===== config.mk =====
export PLATFORM = sky130hd
export DESIGN_NAME = puf_calib_evaluator
export DESIGN_NICKNAME = d
export VERILOG_FILES = /design/src/rtl/puf_calib_evaluator.sv
export SDC_FILE = /design/constraint.sdc
export NUM_CORES = 1
export LEC_CHECK = 0
export ABC_AREA = 1
export BUFFER_PORTS_ARGS = -buffer_cell sky130_fd_sc_hd__buf_2
export CAP_MARGIN = 0
export CORE_MARGIN = 2
export CORE_UTILIZATION = 41
export CTS_CLUSTER_DIAMETER = 40
export CTS_CLUSTER_SIZE = 25
export DETAILED_ROUTE_END_ITERATION = 12
export GPL_TIMING_DRIVEN = 0
export PLACE_DENSITY_LB_ADDON = 0.08
export RECOVER_POWER = 50
export SYNTH_ARGS = -nofsm -noshare
export SYNTH_HDL_FRONTEND = slang
export SYNTH_SLANG_ARGS = --single-unit

===== constraint.sdc =====
create_clock -name clk -period 1.36 [get_ports clk]
set_input_delay 0.272 -clock clk [delete_from_list [all_inputs] [get_ports clk]]
set_output_delay 0.272 -clock clk [all_outputs]
set_load 0.02 [all_outputs]

===== src/rtl/puf_calib_evaluator.sv =====
// Calibration evaluator: latches PDL config/challenge, fires the arbiter PUF N_EVALS times, returns the ones-count.
// Optional response timeout is enabled by defining CALIB_TIMEOUT_EN.
module puf_calib_evaluator #(
    parameter int unsigned PDL_CONFIG_WIDTH = 128,
    parameter int unsigned CHALLENGE_WIDTH  = 32,
    parameter int unsigned RESPONSE_WIDTH   = 6,
    parameter int unsigned N_EVALS          = 63,
    parameter int unsigned SETTLE_CYC       = 8,
    parameter int unsigned TIMEOUT_CYC      = 255
) (
    input  logic                        clk,
    input  logic                        reset,
    input  logic                        calb_trigger,
    input  logic [PDL_CONFIG_WIDTH-1:0] pdl_config,
    input  logic [CHALLENGE_WIDTH-1:0]  pc_challenge,
    output logic [PDL_CONFIG_WIDTH-1:0] pdl_cfg_out,
    output logic [CHALLENGE_WIDTH-1:0]  challenge_out,
    output logic                        puf_fire,
    input  logic                        puf_resp_valid,
    input  logic                        puf_resp,
    output logic                        busy,
    output logic                        done,
    output logic [RESPONSE_WIDTH-1:0]   raw_response,
    output logic                        timeout_flag
);

    localparam int unsigned EVAL_W   = $clog2(N_EVALS + 1);
    localparam int unsigned SETTLE_W = $clog2(SETTLE_CYC + 1);
    localparam logic [EVAL_W-1:0]   EVAL_LAST   = EVAL_W'(N_EVALS);
    localparam logic [SETTLE_W-1:0] SETTLE_LAST = SETTLE_W'(SETTLE_CYC - 1);

    if (N_EVALS < 1 || N_EVALS > (2 ** RESPONSE_WIDTH) - 1 || SETTLE_CYC < 1 || TIMEOUT_CYC < 1) begin : g_bad_params
        $error("puf_calib_evaluator: parameter out of range");
    end

    typedef enum logic [2:0] {S_IDLE, S_SETTLE, S_FIRE, S_WAIT, S_FINISH} state_t;

    state_t                      state_q;
    logic [PDL_CONFIG_WIDTH-1:0] pdl_cfg_q;
    logic [CHALLENGE_WIDTH-1:0]  chal_q;
    logic [RESPONSE_WIDTH-1:0]   ones_q, ones_d, raw_q;
    logic [EVAL_W-1:0]           eval_cnt_q, eval_cnt_d;
    logic [SETTLE_W-1:0]         settle_cnt_q;
    logic                        fire_q, busy_q, done_q;
    logic                        resp_take, to_hit, eval_end;

`ifdef CALIB_TIMEOUT_EN
    localparam int unsigned TO_W = $clog2(TIMEOUT_CYC + 1);
    localparam logic [TO_W-1:0] TO_LAST = TO_W'(TIMEOUT_CYC - 1);
    logic [TO_W-1:0] wait_cnt_q;
    logic            timeout_q;

    // The fire cycle itself is not part of the timeout window.
    assign to_hit       = (state_q == S_WAIT) && !fire_q && !puf_resp_valid && (wait_cnt_q == TO_LAST);
    assign timeout_flag = timeout_q;
`else
    assign to_hit       = 1'b0;
    assign timeout_flag = 1'b0;
`endif

    always_comb begin
        resp_take  = (state_q == S_WAIT) && !fire_q && puf_resp_valid;
        eval_end   = resp_take || to_hit;
        eval_cnt_d = eval_cnt_q + 1'b1;
        ones_d     = ones_q;
        if (resp_take && puf_resp && (ones_q != '1)) begin
            ones_d = ones_q + 1'b1;
        end
    end

    always_ff @(posedge clk) begin
        if (reset) begin
            state_q      <= S_IDLE;
            pdl_cfg_q    <= '0;
            chal_q       <= '0;
            ones_q       <= '0;
            raw_q        <= '0;
            eval_cnt_q   <= '0;
            settle_cnt_q <= '0;
            fire_q       <= 1'b0;
            busy_q       <= 1'b0;
            done_q       <= 1'b0;
`ifdef CALIB_TIMEOUT_EN
            wait_cnt_q   <= '0;
            timeout_q    <= 1'b0;
`endif
        end else begin
            fire_q <= 1'b0;
            done_q <= 1'b0;
            case (state_q)
                S_IDLE: begin
                    if (calb_trigger) begin
                        pdl_cfg_q    <= pdl_config;
                        chal_q       <= pc_challenge;
                        ones_q       <= '0;
                        eval_cnt_q   <= '0;
                        settle_cnt_q <= '0;
                        busy_q       <= 1'b1;
                        state_q      <= S_SETTLE;
`ifdef CALIB_TIMEOUT_EN
                        timeout_q    <= 1'b0;
`endif
                    end
                end
                S_SETTLE: begin
                    if (settle_cnt_q == SETTLE_LAST) begin
                        settle_cnt_q <= '0;
                        state_q      <= S_FIRE;
                    end else begin
                        settle_cnt_q <= settle_cnt_q + 1'b1;
                    end
                end
                S_FIRE: begin
                    fire_q  <= 1'b1;
                    state_q <= S_WAIT;
`ifdef CALIB_TIMEOUT_EN
                    wait_cnt_q <= '0;
`endif
                end
                S_WAIT: begin
`ifdef CALIB_TIMEOUT_EN
                    if (!fire_q && !puf_resp_valid) begin
                        wait_cnt_q <= wait_cnt_q + 1'b1;
                    end
                    if (to_hit) begin
                        timeout_q <= 1'b1;
                    end
`endif
                    if (eval_end) begin
                        ones_q     <= ones_d;
                        eval_cnt_q <= eval_cnt_d;
                        state_q    <= (eval_cnt_d == EVAL_LAST) ? S_FINISH : S_SETTLE;
                    end
                end
                S_FINISH: begin
                    raw_q   <= ones_q;
                    done_q  <= 1'b1;
                    busy_q  <= 1'b0;
                    state_q <= S_IDLE;
                end
                default: state_q <= S_IDLE;
            endcase
        end
    end

    assign pdl_cfg_out   = pdl_cfg_q;
    assign challenge_out = chal_q;
    assign puf_fire      = fire_q;
    assign busy          = busy_q;
    assign done          = done_q;
    assign raw_response  = raw_q;

endmodule


==> summary.md, run 1 <==
| Metric | Value |
|---|---|
| Result of the run | `finished, violations left` |
| Failing checks | `negative setup slack` |
| Growth of design area from synthesis to finish | `53.4%` |
| Non-filler instance count after layout | `1,480` |
| Global Route met3 Usage | `0.0773` |
| Pwr per Cell Area | `2090 nW/um2` |
| Hold Path Class | `input port to flip-flop` |
| Synth warnings | `0` |
| Number of detailed-routing iterations run before antenna repair | `4` |
| Num CTS Buffers | `17` |
| Maximum fanout along the worst path | `5` |
| Top_reg_cell synth | `sky130_fd_sc_hd__dfxtp_1` |
| Vias | `6,968` |
| Timing-limited maximum frequency | `652 MHz` |
| Total routed wirelength | `22,000 um` |
| Detailed router's first-iteration violation count | `282` |
| Routability congestion estimate | `0.827` |
| Kind of critical path | `flip-flop to flip-flop` |
| Post-DR wirelength/cell | `14.9 um` |
| Pin count of the biggest net entering global routing | `17` |
| Met2 global-route usage | `0.396` |
| Crit path arrival time | `1900 ps` |
| Required time at the endpoint of the critical path | `1720 ps` |
| Clk_skew | `16.0 ps` |
| Time the worst path needs with I/O delays and setup | `1530 ps` |
| TritonCTS clock tree | `built` |
| Port Buffers | `333` |
| Global-route usage over all layers | `0.235` |
| Synthesized area per cell | `7.70 um2` |
| Ratio of final minimum period to clock period | `1.13` |
| Area of the die | `17,500 um2` |
| Buffers from clock root to sink, at most | `2` |
| Global route hottest layer | `met2` |
| Total DRC errors in the routed layout | `0` |
| Vias in the first global route | `6,387` |
| Number of antenna violations at the first check in global routing | `2` |
| Placeable Area | `16,000 um2` |
| I/O pin count | `335` |
| Cell area after synthesis | `6760 um2` |
| Post-route worst setup slack | `-173 ps` |
| Post-route ant nets | `0` |
| Share of cells above drive strength 1 | `0.395` |
| Total placed instance area | `8690 um2` |
| Sinks on Clock Net | `188` |
| Cell at the slowest stage of the critical path | `sky130_fd_sc_hd__dfxtp_4` |
| Post-synthesis sequential element count | `188` |
| Total power after layout | `21.6 mW` |
| Gr ovfl total | `0` |
| Effective utilization at floorplan | `0.422` |
| Slew of the pin with the lowest slew margin | `680 ps` |
| Final number of hold-violating endpoints | `0` |
| Post-Syn Nets | `1,046` |
| Post-DR vias/cell | `4.71` |
| Setup violation total in the final timing report | `154` |
| Worst slack after detailed placement | `-608 ps` |
| Sequential element share of the synthesized area | `0.557` |
| Final std cell area, no fill | `10,400 um2` |
| Clock-pin transition on the worst setup and hold timing paths | `70 ps` |
| Worst-case headroom to the max-slew limit | `0.547` |
| Most common cell after layout, fill and taps aside | `sky130_fd_sc_hd__nor2_1` |
| Final HPWL DP | `15,400 um` |
| LEAKAGE | `4.80 nW` |
| Max-slew violation count | `0` |
| Placed instance count | `1,426` |
| Launching element type of the critical path | `flip-flop` |
| Root Buffer Master | `sky130_fd_sc_hd__clkbuf_16` |
| Htree depth | `4` |
| Commonest cells after routing, fill and taps aside | `313 x sky130_fd_sc_hd__nor2_1, 272 x sky130_fd_sc_hd__buf_2, 178 x sky130_fd_sc_hd__dfxtp_1` |
| Critical path, cell by cell | `nor2_4 -> nand2_2 -> nor2_4 -> buf_6 -> buf_6 -> clkbuf_16 -> clkbuf_16 -> o21ai_0 -> nor2_1` |
| Number of nets in the layout | `1,421` |
| Number of synthesized flops with an enable pin | `0` |
| Global-route wire length before repair | `32,800 um` |
| Die span in x | `132 um` |
| Final-layout worst hold slack | `41.4 ps` |
| CTS hold repair buffers | `0` |
| Type of destination of the critical path | `flip-flop` |
| Number of core rows | `46` |
| Setup repair after global routing missed its margin | `true` |
| Biggest cell delay along the critical path | `370 ps` |
| Netlist cell types | `28` |
| Number of instances in the synthesized netlist | `877` |
| Share of synthesized flip-flops with an asynchronous set or reset | `0` |
| Peak VDD IR | `1.00 mV` |
| Clock latency on the worst-skew pair | `430 ps` |
| Total of max-cap violations | `0` |
| Global-route track usage on met1 | `0.277` |
| Overall die height | `132 um` |
==> power breakdown <==
| part | internal, mW | leakage (nW) | switching (mW) | total (mW) |
|---|---|---|---|---|
| Sequential | 6.92 | 1.56 | 0.833 | 7.75 |
| Clock | 2.83 | 0.271 | 2.03 | 4.86 |
| Combinational | 3.66 | 2.97 | 5.38 | 9.04 |
==> layout make-up <==
cell class                 instances  area, um2
antenna                            2       5.00
clock inverter                     6       88.8
fill                            1459       5640
buffer                            55        538
inverter                          25       96.3
timing repair buffer             356       1980
clock buffer                      23        478
multi-input combinational        609       3120
tap                              216        270
sequential                       188       3790
==> logic make-up (layout without fill, tap and decap cells) <==
| logic type | Yosys count | after routing | synth area share |
|---|---|---|---|
| and+or+nand+nor | 411 | 411 | 0.238 |
| DFF | 188 | 188 | 0.557 |
| other | 1 | 3 | 0.000555 |
| AOI/OAI and AO/OA | 188 | 188 | 0.141 |
| adders and majority gates | 4 | 4 | 0.00741 |
| xor gates and xnor gates | 5 | 5 | 0.00648 |
| buffers and inverters | 80 | 465 | 0.0496 |
==> stage by stage <==
stage          setup TNS (ps)   util
2_1_floorplan               0      -
3_3_place_gp           -73330  0.543
6_report               -12220  0.648
4_1_cts                -18190  0.596
5_1_grt                -29970  0.648
3_5_place_dp           -77360  0.543
==> routing by layer <==
layer	part of all wire	vias to the layer above
li1	-	3573
met1	0.41	3146
met2	0.49	215
met3	0.069	34
met4	0.027	0
met5	0	-
==> final timing paths <==
path              slack (ps)              from  cells past startpoint           endpoint
hold reg to reg          480     eval_cnt_q[5]                      2      eval_cnt_q[5]
hold / removal            40  pc_challenge[18]                      3  challenge_out[18]
setup / recovery        -170        state_q[1]                      9    pdl_cfg_out[35]
setup reg to reg        -170        state_q[1]                      9    pdl_cfg_out[35]
==> timing repair <==
action / in CTS / in global routing
gates resized for setup: 72 / 288
buffers inserted: 4 / 6
endpoints found under the setup margin: 187 / 181
gates cloned: 2 / 11
pin swaps: 2 / 93
==> synthesized netlist by cell type (2+ instances only) <==
library cell               instances  area (um2)
sky130_fd_sc_hd__nor2_1          345        1290
sky130_fd_sc_hd__dfxtp_1         188        3760
sky130_fd_sc_hd__o21ai_0         169         846
sky130_fd_sc_hd__nand2_1          40         150
sky130_fd_sc_hd__clkbuf_1         30         113
sky130_fd_sc_hd__inv_1            23        86.3
sky130_fd_sc_hd__buf_2            22         110
sky130_fd_sc_hd__a21oi_1          16        80.1
sky130_fd_sc_hd__nand3_1          15        75.1
sky130_fd_sc_hd__ha_1              4        50.1
sky130_fd_sc_hd__nor3_1            4        20.0
sky130_fd_sc_hd__xor2_1            4        35.0
sky130_fd_sc_hd__buf_4             2        15.0
==> registers in the layout (all words and copies together), names as in the netlist <==
name           cells
eval_cnt_q         6
raw_response       6
challenge_out     32
done               1
busy               1
settle_cnt_q       4
state_q            3
pdl_cfg_out      128
ones_q             6
puf_fire           1
==> critical path, delay by kind of cell, from the launching register on <==
kind                   cells  cell delay [ps]
AOI/OAI and AO/OA          1               70
and+or+nand+nor            4              450
buffers and inverters      4              570
DFF                        1              370
(Power assumes the default switching activity.)
==> run 2, diff against run 1 <==
Settings changed: ABC_AREA 1 to default.
==> run 2 against run 1 <==
  * The run still ends with negative setup slack left
  * Wire length down 0.40%
  * Count of clock-buffer cells in the layout down 4
  * Combinational power down 75%
  * Critical path depth down 2
  * Worst setup slack worse by 190 ps
  * Non-clock buffer count up 24
  * Hold slack better by 38 ps
  * Critical path type unchanged
  * Critical endpoint is now pdl_cfg_out[124]
==> summary.md, run 2 <==
| Metric | Value |
|---|---|
| Final std cell area, no fill | `11,000 um2 (+6.2%)` |
| R2r setup slk | `-360 ps (-190 ps)` |
| Cell with the most instances after synthesis | `sky130_fd_sc_hd__nand2_1` |
| Global-route usage over all layers | `0.232 (-0.00275)` |
| Antenna Cells | `0 (-2)` |
| Clk_skew | `8.59 ps (-7.41 ps)` |
| Sequential element share of the synthesized area | `0.549 (-0.00803)` |
| Global Route met3 Usage | `0.0635 (-0.0137)` |
| Non-filler instance count after layout | `1,472 (-0.54%)` |
| Most common cell after layout, fill and taps aside | `sky130_fd_sc_hd__buf_2` |
| Post-DR vias/cell | `4.82 (+2.3%)` |
| Synth top area share | `0.549 (-0.00803)` |
| Synth warnings | `0 (unchanged)` |
| Number of antenna violations at the first check in global routing | `0 (-2)` |
| Netlist cell types | `41 (+46%)` |
| Area of the die | `17,800 um2 (+1.4%)` |
| Gr ovfl total | `0 (unchanged)` |
| Total DRC errors in the routed layout | `0 (unchanged)` |
| Biggest cell delay along the critical path | `550 ps (+180 ps)` |
| Synthesized area per cell | `8.07 um2 (+4.8%)` |
| Number of synthesized flops with an enable pin | `0 (unchanged)` |
| Peak VDD IR | `0.806 mV (-19%)` |
| Final HPWL DP | `14,700 um (-4.3%)` |
| Launching element type of the critical path | `flip-flop` |
| Die span in x | `133 um (+0.71%)` |
| Top cells by instance count after synthesis | `339 x sky130_fd_sc_hd__nand2_1, 188 x sky130_fd_sc_hd__dfxtp_1, 176 x sky130_fd_sc_hd__a21oi_1` |
| Setup violation total in the final timing report | `180 (+17%)` |
| Number of instances in the synthesized netlist | `849 (-3.2%)` |
| Root Buffer Master | `sky130_fd_sc_hd__clkbuf_16` |
| Family of cells with the greatest summed delay on the critical path | `simple AND/OR/NAND/NOR gates` |
| Crit path arrival time | `2000 ps (+100 ps)` |
| Final number of hold-violating endpoints | `0 (unchanged)` |
| Pin count of the biggest net entering global routing | `17 (unchanged)` |
| Total placed instance area | `8850 um2 (+1.9%)` |
| Total routed wirelength | `22,000 um (-0.40%)` |
| Worst-case headroom to the max-slew limit | `0.567 (+0.0204)` |
| Share of synthesized flip-flops with an asynchronous set or reset | `0 (unchanged)` |
| Library cell occupying the most area in the post-synthesis netlist | `sky130_fd_sc_hd__dfxtp_1` |
| Final setup TNS | `-45,410 ps (-33,190 ps)` |
| Global-route track usage on met1 | `0.272 (-0.00457)` |
| Num CTS Buffers | `17 (unchanged)` |
| Met2 global-route usage | `0.405 (+0.00913)` |
| Post-route worst setup slack | `-361 ps (-188 ps)` |
| Result of the run | `finished, violations left` |
| CTS hold repair buffers | `0 (unchanged)` |
| Global route hottest layer | `met2` |
| Global-route wire length before repair | `33,100 um (+0.84%)` |
| Cell area after synthesis | `6850 um2 (+1.5%)` |
| Effective utilization at floorplan | `0.416 (-0.00593)` |
| Number of detailed-routing iterations run before antenna repair | `4 (unchanged)` |
| Placed instance count | `1,402 (-1.7%)` |
| Buffers from clock root to sink, at most | `2 (unchanged)` |
| Share of cells above drive strength 1 | `0.494 (+0.0990)` |
| Cell at the slowest stage of the critical path | `sky130_fd_sc_hd__or4b_4` |
| Vias | `7,091 (+1.8%)` |
| Max FFs per register | `128 (unchanged)` |
| Setup repair after global routing missed its margin | `true` |
| Placeable Area | `16,500 um2 (+2.9%)` |
| Post-synthesis sequential element count | `188 (unchanged)` |
| Sinks on Clock Net | `188 (unchanged)` |
| LEAKAGE | `5.07 nW (+5.7%)` |
| Growth of design area from synthesis to finish | `60.6%` |
| Slew of the pin with the lowest slew margin | `649 ps (-30.7 ps)` |
| Pwr per Cell Area | `1230 nW/um2 (-41%)` |
| Time the worst path needs with I/O delays and setup | `1720 ps (+188 ps)` |
| Maximum fanout along the worst path | `5 (unchanged)` |
| Routability congestion estimate | `0.803 (-2.8%)` |
| Type of destination of the critical path | `flip-flop` |
| Htree depth | `4 (unchanged)` |
| Vias in the first global route | `6,594 (+3.2%)` |
| Top_reg_cell synth | `sky130_fd_sc_hd__dfxtp_1` |
| Hold Path Class | `input port to flip-flop` |
| Required time at the endpoint of the critical path | `1640 ps (-80 ps)` |
| Post-DR wirelength/cell | `14.9 um (+0.14%)` |
| Commonest cells after routing, fill and taps aside | `336 x sky130_fd_sc_hd__buf_2, 254 x sky130_fd_sc_hd__nand2_1, 179 x sky130_fd_sc_hd__dfxtp_1` |
| Critical path buffers and inverters | `4 (unchanged)` |
| Post-Syn Nets | `1,018 (-2.7%)` |
| Ratio of final minimum period to clock period | `1.27 (+0.138)` |
| Worst slack after detailed placement | `-347 ps (+261 ps)` |
| Total of max-cap violations | `0 (unchanged)` |
| Most used cell along the critical path | `sky130_fd_sc_hd__buf_8` |
| Clock-pin transition on the worst setup and hold timing paths | `70 ps (about the same)` |
| Max-slew violation count | `0 (unchanged)` |
| TritonCTS clock tree | `built` |
| Detailed router's first-iteration violation count | `283 (+0.35%)` |
| Kind of critical path | `flip-flop to flip-flop` |
| Post-route ant nets | `0 (unchanged)` |
| Critical path, cell by cell | `or4b_4 -> buf_8 -> buf_8 -> buf_8 -> clkbuf_16 -> nand2_2 -> a21oi_2` |
| Timing-limited maximum frequency | `581 MHz (-11%)` |
| I/O pin count | `335 (unchanged)` |
| Clock latency on the worst-skew pair | `420 ps (about the same)` |
| Number of nets in the layout | `1,409 (-0.84%)` |
| Port Buffers | `333 (unchanged)` |
| Number of core rows | `47 (+2.2%)` |
| Failing checks | `negative setup slack` |
| Overall die height | `133 um (+0.71%)` |
| Dominant cells by area after synthesis | `sky130_fd_sc_hd__dfxtp_1 55%, sky130_fd_sc_hd__nand2_1 19%, sky130_fd_sc_hd__a21oi_1 13%, sky130_fd_sc_hd__buf_6 2.0%, sky130_fd_sc_hd__clkbuf_1 1.6%` |
| Final-layout worst hold slack | `79.5 ps (+38.1 ps)` |
run 2: cell types whose count changed after synthesis, sizes merged, moves of 3 or more:
cell    before  now
nor2       346   12
nand2       42  339
o21ai      169    4
a21oi       16  177
inv         24    4
buf         25   34
nand3       16    9
a211oi       0    4
nand2b       0    3
run 2: where the power goes:
part           leakage, nW  total (mW)  switching [mW]  internal, mW
combinational         3.22        2.25            1.25         0.992
sequential            1.54        5.96           0.181          5.78
clock                0.306        5.29            2.14          3.15
run 2: cell families after synthesis:
family          after synthesis  share of synthesized area
buf+inv                      67                     0.0542
other cells                   1                   0.000547
compound gates              195                      0.151
fa+ha+maj                     4                    0.00730
simple gates                387                      0.228
xor+xnor                      3                    0.00383
mux                           4                    0.00621
flops                       188                      0.549
run 2: worst paths after layout:
path                                 startpoint                to  cells after the start
worst max-delay path                 state_q[1]  pdl_cfg_out[124]                      7
worst min-delay path            pdl_config[100]  pdl_cfg_out[100]                      3
worst max register to register       state_q[1]  pdl_cfg_out[124]                      7
worst min register to register  pdl_cfg_out[54]   pdl_cfg_out[54]                      2
run 2: final cells by class:
type                            instances  area, um2
Buffer                                 60        558
Clock buffer                           19        443
Clock inverter                         12        188
Fill cell                            1425       5460
Inverter                                4       15.0
Multi-Input combinational cell        594       3440
Sequential cell                       188       3790
Tap cell                              220        275
Timing Repair Buffer                  375       2300
run 2: metal layers:
metal	vias to the layer above	wire length (um)
met4	0	568
met1	3242	8890
met2	244	11100
li1	3564	-
met3	41	1430
met5	-	0
run 2: stage by stage:
step / util / power, mW
after global placement: 0.538 / 7.74
after global routing: 0.669 / 14.0
after CTS: 0.634 / 13.4
after detailed placement: 0.538 / 7.76
after floorplan: - / 7.03
final: 0.669 / 13.5
run 2: worst min-delay path, stage by stage:
cell and delay [ps]:
sky130_fd_sc_hd__buf_2 90, sky130_fd_sc_hd__nand2_1 40, sky130_fd_sc_hd__a21oi_1 50
run 2: what timing repair did:
item                                    in CTS  in global routing
setup buffers                               15                  7
pin swaps                                   97                 38
resized for setup                          159                139
gates cloned                                18                  3
endpoints found under the setup margin     180                186
==> run 3, diff against run 2 <==
Settings changed: PLACE_DENSITY from default to 0.75, PLACE_DENSITY_LB_ADDON 0.08 to default.
==> run 3 against run 2 <==
  * The flow still finishes with violations (negative setup slack)
  * Combinational power hardly changed
  * Global-route usage is 2.5 points higher
  * Sequential power hardly changed
  * Count of clock-buffer cells in the layout stayed put
  * Via count is 2.4% higher
  * Hold slack worse by 3.4 ps
  * Total power is 2.2% lower
  * Core utilization is 1.4 points lower
  * Die area stayed put
  * Critical path type unchanged
==> summary.md, run 3 (synthesis gave the netlist of run 2 again) <==
| Metric | Value |
|---|---|
| Length in cells of the worst reg-to-reg path | `7 (unchanged)` |
| Clock latency on the worst-skew pair | `420 ps (about the same)` |
| Post-DR wirelength/cell | `16.6 um (+11%)` |
| Global-route usage over all layers | `0.257 (+0.0247)` |
| Share of cells above drive strength 1 | `0.418 (-0.0753)` |
| Number of stages on the worst hold path | `3 (unchanged)` |
| Max-slew violation count | `0 (unchanged)` |
| Detailed router's first-iteration violation count | `352 (+24%)` |
| Time the worst path needs with I/O delays and setup | `1730 ps (+9.41 ps)` |
| Number of antenna violations at the first check in global routing | `3 (+3)` |
| Worst slack after detailed placement | `-456 ps (-109 ps)` |
| Final number of hold-violating endpoints | `0 (unchanged)` |
| Area taken by flip-flops and latches | `3780 um2 (-0.13%)` |
| Port Buffers | `333 (unchanged)` |
| Area of the die | `17,800 um2 (unchanged)` |
| Pwr per Cell Area | `1220 nW/um2 (about the same)` |
| Met2 routed wirelength | `12,700 um (+15%)` |
| Total routed wirelength | `24,300 um (+11%)` |
| TritonCTS clock tree | `built` |
| LEAKAGE | `4.72 nW (-7.0%)` |
| Final HPWL DP | `16,000 um (+8.9%)` |
| Met1 routed wirelength after detailed routing | `9290 um (+4.5%)` |
| Worst-case headroom to the max-slew limit | `0.431 (-0.136)` |
| Slew of the pin with the lowest slew margin | `853 ps (+204 ps)` |
| Required time at the endpoint of the critical path | `1640 ps (about the same)` |
| Root Buffer Master | `sky130_fd_sc_hd__clkbuf_16` |
| Commonest cells after routing, fill and taps aside | `267 x sky130_fd_sc_hd__nand2_1, 250 x sky130_fd_sc_hd__buf_2, 177 x sky130_fd_sc_hd__dfxtp_1` |
| Effective utilization at floorplan | `0.416 (unchanged)` |
| Result of the run | `finished, violations left` |
| Clock-pin transition on the worst setup and hold timing paths | `70 ps (about the same)` |
| Top routing layer in use | `met5` |
| Die span in x | `133 um (unchanged)` |
| Number of nets in the layout | `1,404 (-0.35%)` |
| Final std cell area, no fill | `10,800 um2 (-2.2%)` |
| Timing-limited maximum frequency | `578 MHz (-0.54%)` |
| Failing checks | `negative setup slack` |
| Non-filler instance count after layout | `1,471 (-0.068%)` |
| Post-route ant nets | `0 (unchanged)` |
| Vias in the first global route | `7,088 (+7.5%)` |
| Total placed instance area | `8850 um2 (unchanged)` |
| Setup repair after global routing missed its margin | `true` |
| Clk_skew | `11.6 ps (+3.05 ps)` |
| I/O pin count | `335 (unchanged)` |
| Growth of design area from synthesis to finish | `57.2%` |
| Number of detailed-routing iterations run before antenna repair | `5 (+1)` |
| Placeable Area | `16,500 um2 (unchanged)` |
| Sinks on Clock Net | `188 (unchanged)` |
| Placed instance count | `1,402 (unchanged)` |
| Launching element type of the critical path | `flip-flop` |
| Met3 WL post-DR | `1780 um (+24%)` |
| Num CTS Buffers | `17 (unchanged)` |
| Gr ovfl total | `0 (unchanged)` |
| Post-DR vias/cell | `4.94 (+2.5%)` |
| Crit path arrival time | `2010 ps (about the same)` |
| Total DRC errors in the routed layout | `0 (unchanged)` |
| Buffers from clock root to sink, at most | `2 (unchanged)` |
| Type of destination of the critical path | `flip-flop` |
| Final setup TNS | `-52,460 ps (-7050 ps)` |
| Vias | `7,261 (+2.4%)` |
| Post-route worst setup slack | `-370 ps (-9.41 ps)` |
| Final core utilization | `0.654 (-0.0144)` |
| Total power after layout | `13.2 mW (-2.2%)` |
| Final-layout fill cell count | `1,369 (-3.9%)` |
| Most common cell after layout, fill and taps aside | `sky130_fd_sc_hd__nand2_1` |
| Final-layout worst hold slack | `76.1 ps (-3.43 ps)` |
| Peak VDD IR | `0.825 mV (+2.4%)` |
| Setup violation total in the final timing report | `186 (+3.3%)` |
| Ratio of final minimum period to clock period | `1.27 (+0.00692)` |
| Kind of critical path | `flip-flop to flip-flop` |
| Area of the multi-input gates | `3400 um2 (-1.1%)` |
| Maximum fanout along the worst path | `5 (unchanged)` |
| Number of core rows | `47 (unchanged)` |
| Total of max-cap violations | `0 (unchanged)` |
| Global-route wire length before repair | `35,800 um (+8.4%)` |
| Routability congestion estimate | `0.827 (+3.0%)` |
| Overall die height | `133 um (unchanged)` |
| Hold Path Class | `input port to flip-flop` |
| Max FFs per register | `128 (unchanged)` |
| Pin count of the biggest net entering global routing | `18 (+1)` |
| Htree depth | `4 (unchanged)` |
[run 3: cell types whose count changed in the layout (fill, tap and decap cells not counted), sizes merged]
cell / before / now
clkinvlp: 1 / 3
inv: 6 / 10
diode: 0 / 3
buf: 401 / 311
clkbuf: 53 / 138
bufinv: 4 / 1
clkinv: 5 / 3
[run 3: path summary, 6_finish.rpt]
kind	to	start	slack (ps)
min reg2reg	pdl_cfg_out[13]	pdl_cfg_out[13]	450
max reg2reg	pdl_cfg_out[104]	state_q[1]	-370
max	pdl_cfg_out[104]	state_q[1]	-370
min	pdl_cfg_out[124]	pdl_config[124]	80
[run 3: metal layers]
layer / global-route usage / up-vias
met5: 0 / -
met3: 0.0746 / 40
met1: 0.278 / 3364
li1: - / 3556
met4: 0.102 / 2
met2: 0.471 / 299
[run 3: cell type report]
cell class / instances / share of cell area
Buffer: 59 / 0.0520
Antenna cell: 3 / 0.000697
Inverter: 4 / 0.00139
Clock buffer: 19 / 0.0420
Multi-Input combinational cell: 594 / 0.316
Clock inverter: 13 / 0.0120
Sequential cell: 188 / 0.351
Tap cell: 220 / 0.0256
Timing Repair Buffer: 371 / 0.199
[run 3: where the power goes]
group          switching [mW]  total (mW)  internal, mW
Combinational            1.31        2.25         0.946
Sequential              0.180        5.96          5.78
Clock                    2.30        4.98          2.67
Total                    3.79        13.2          9.40
[run 3: critical path, stage by stage (launching register included)]
cell and delay [ps]:
sky130_fd_sc_hd__dfxtp_4 350, sky130_fd_sc_hd__or4b_4 550, sky130_fd_sc_hd__buf_8 150, sky130_fd_sc_hd__buf_12 120
sky130_fd_sc_hd__buf_8 130, sky130_fd_sc_hd__clkbuf_16 170, sky130_fd_sc_hd__nand2_4 60, sky130_fd_sc_hd__a21oi_2 50
[run 3: what timing repair did]
item,4_1_cts,5_1_grt
resized for setup,151,131
pin swaps,84,47
gates cloned,11,5
endpoints found under the setup margin,180,186
buffers inserted,17,6
hold buffers,0,0
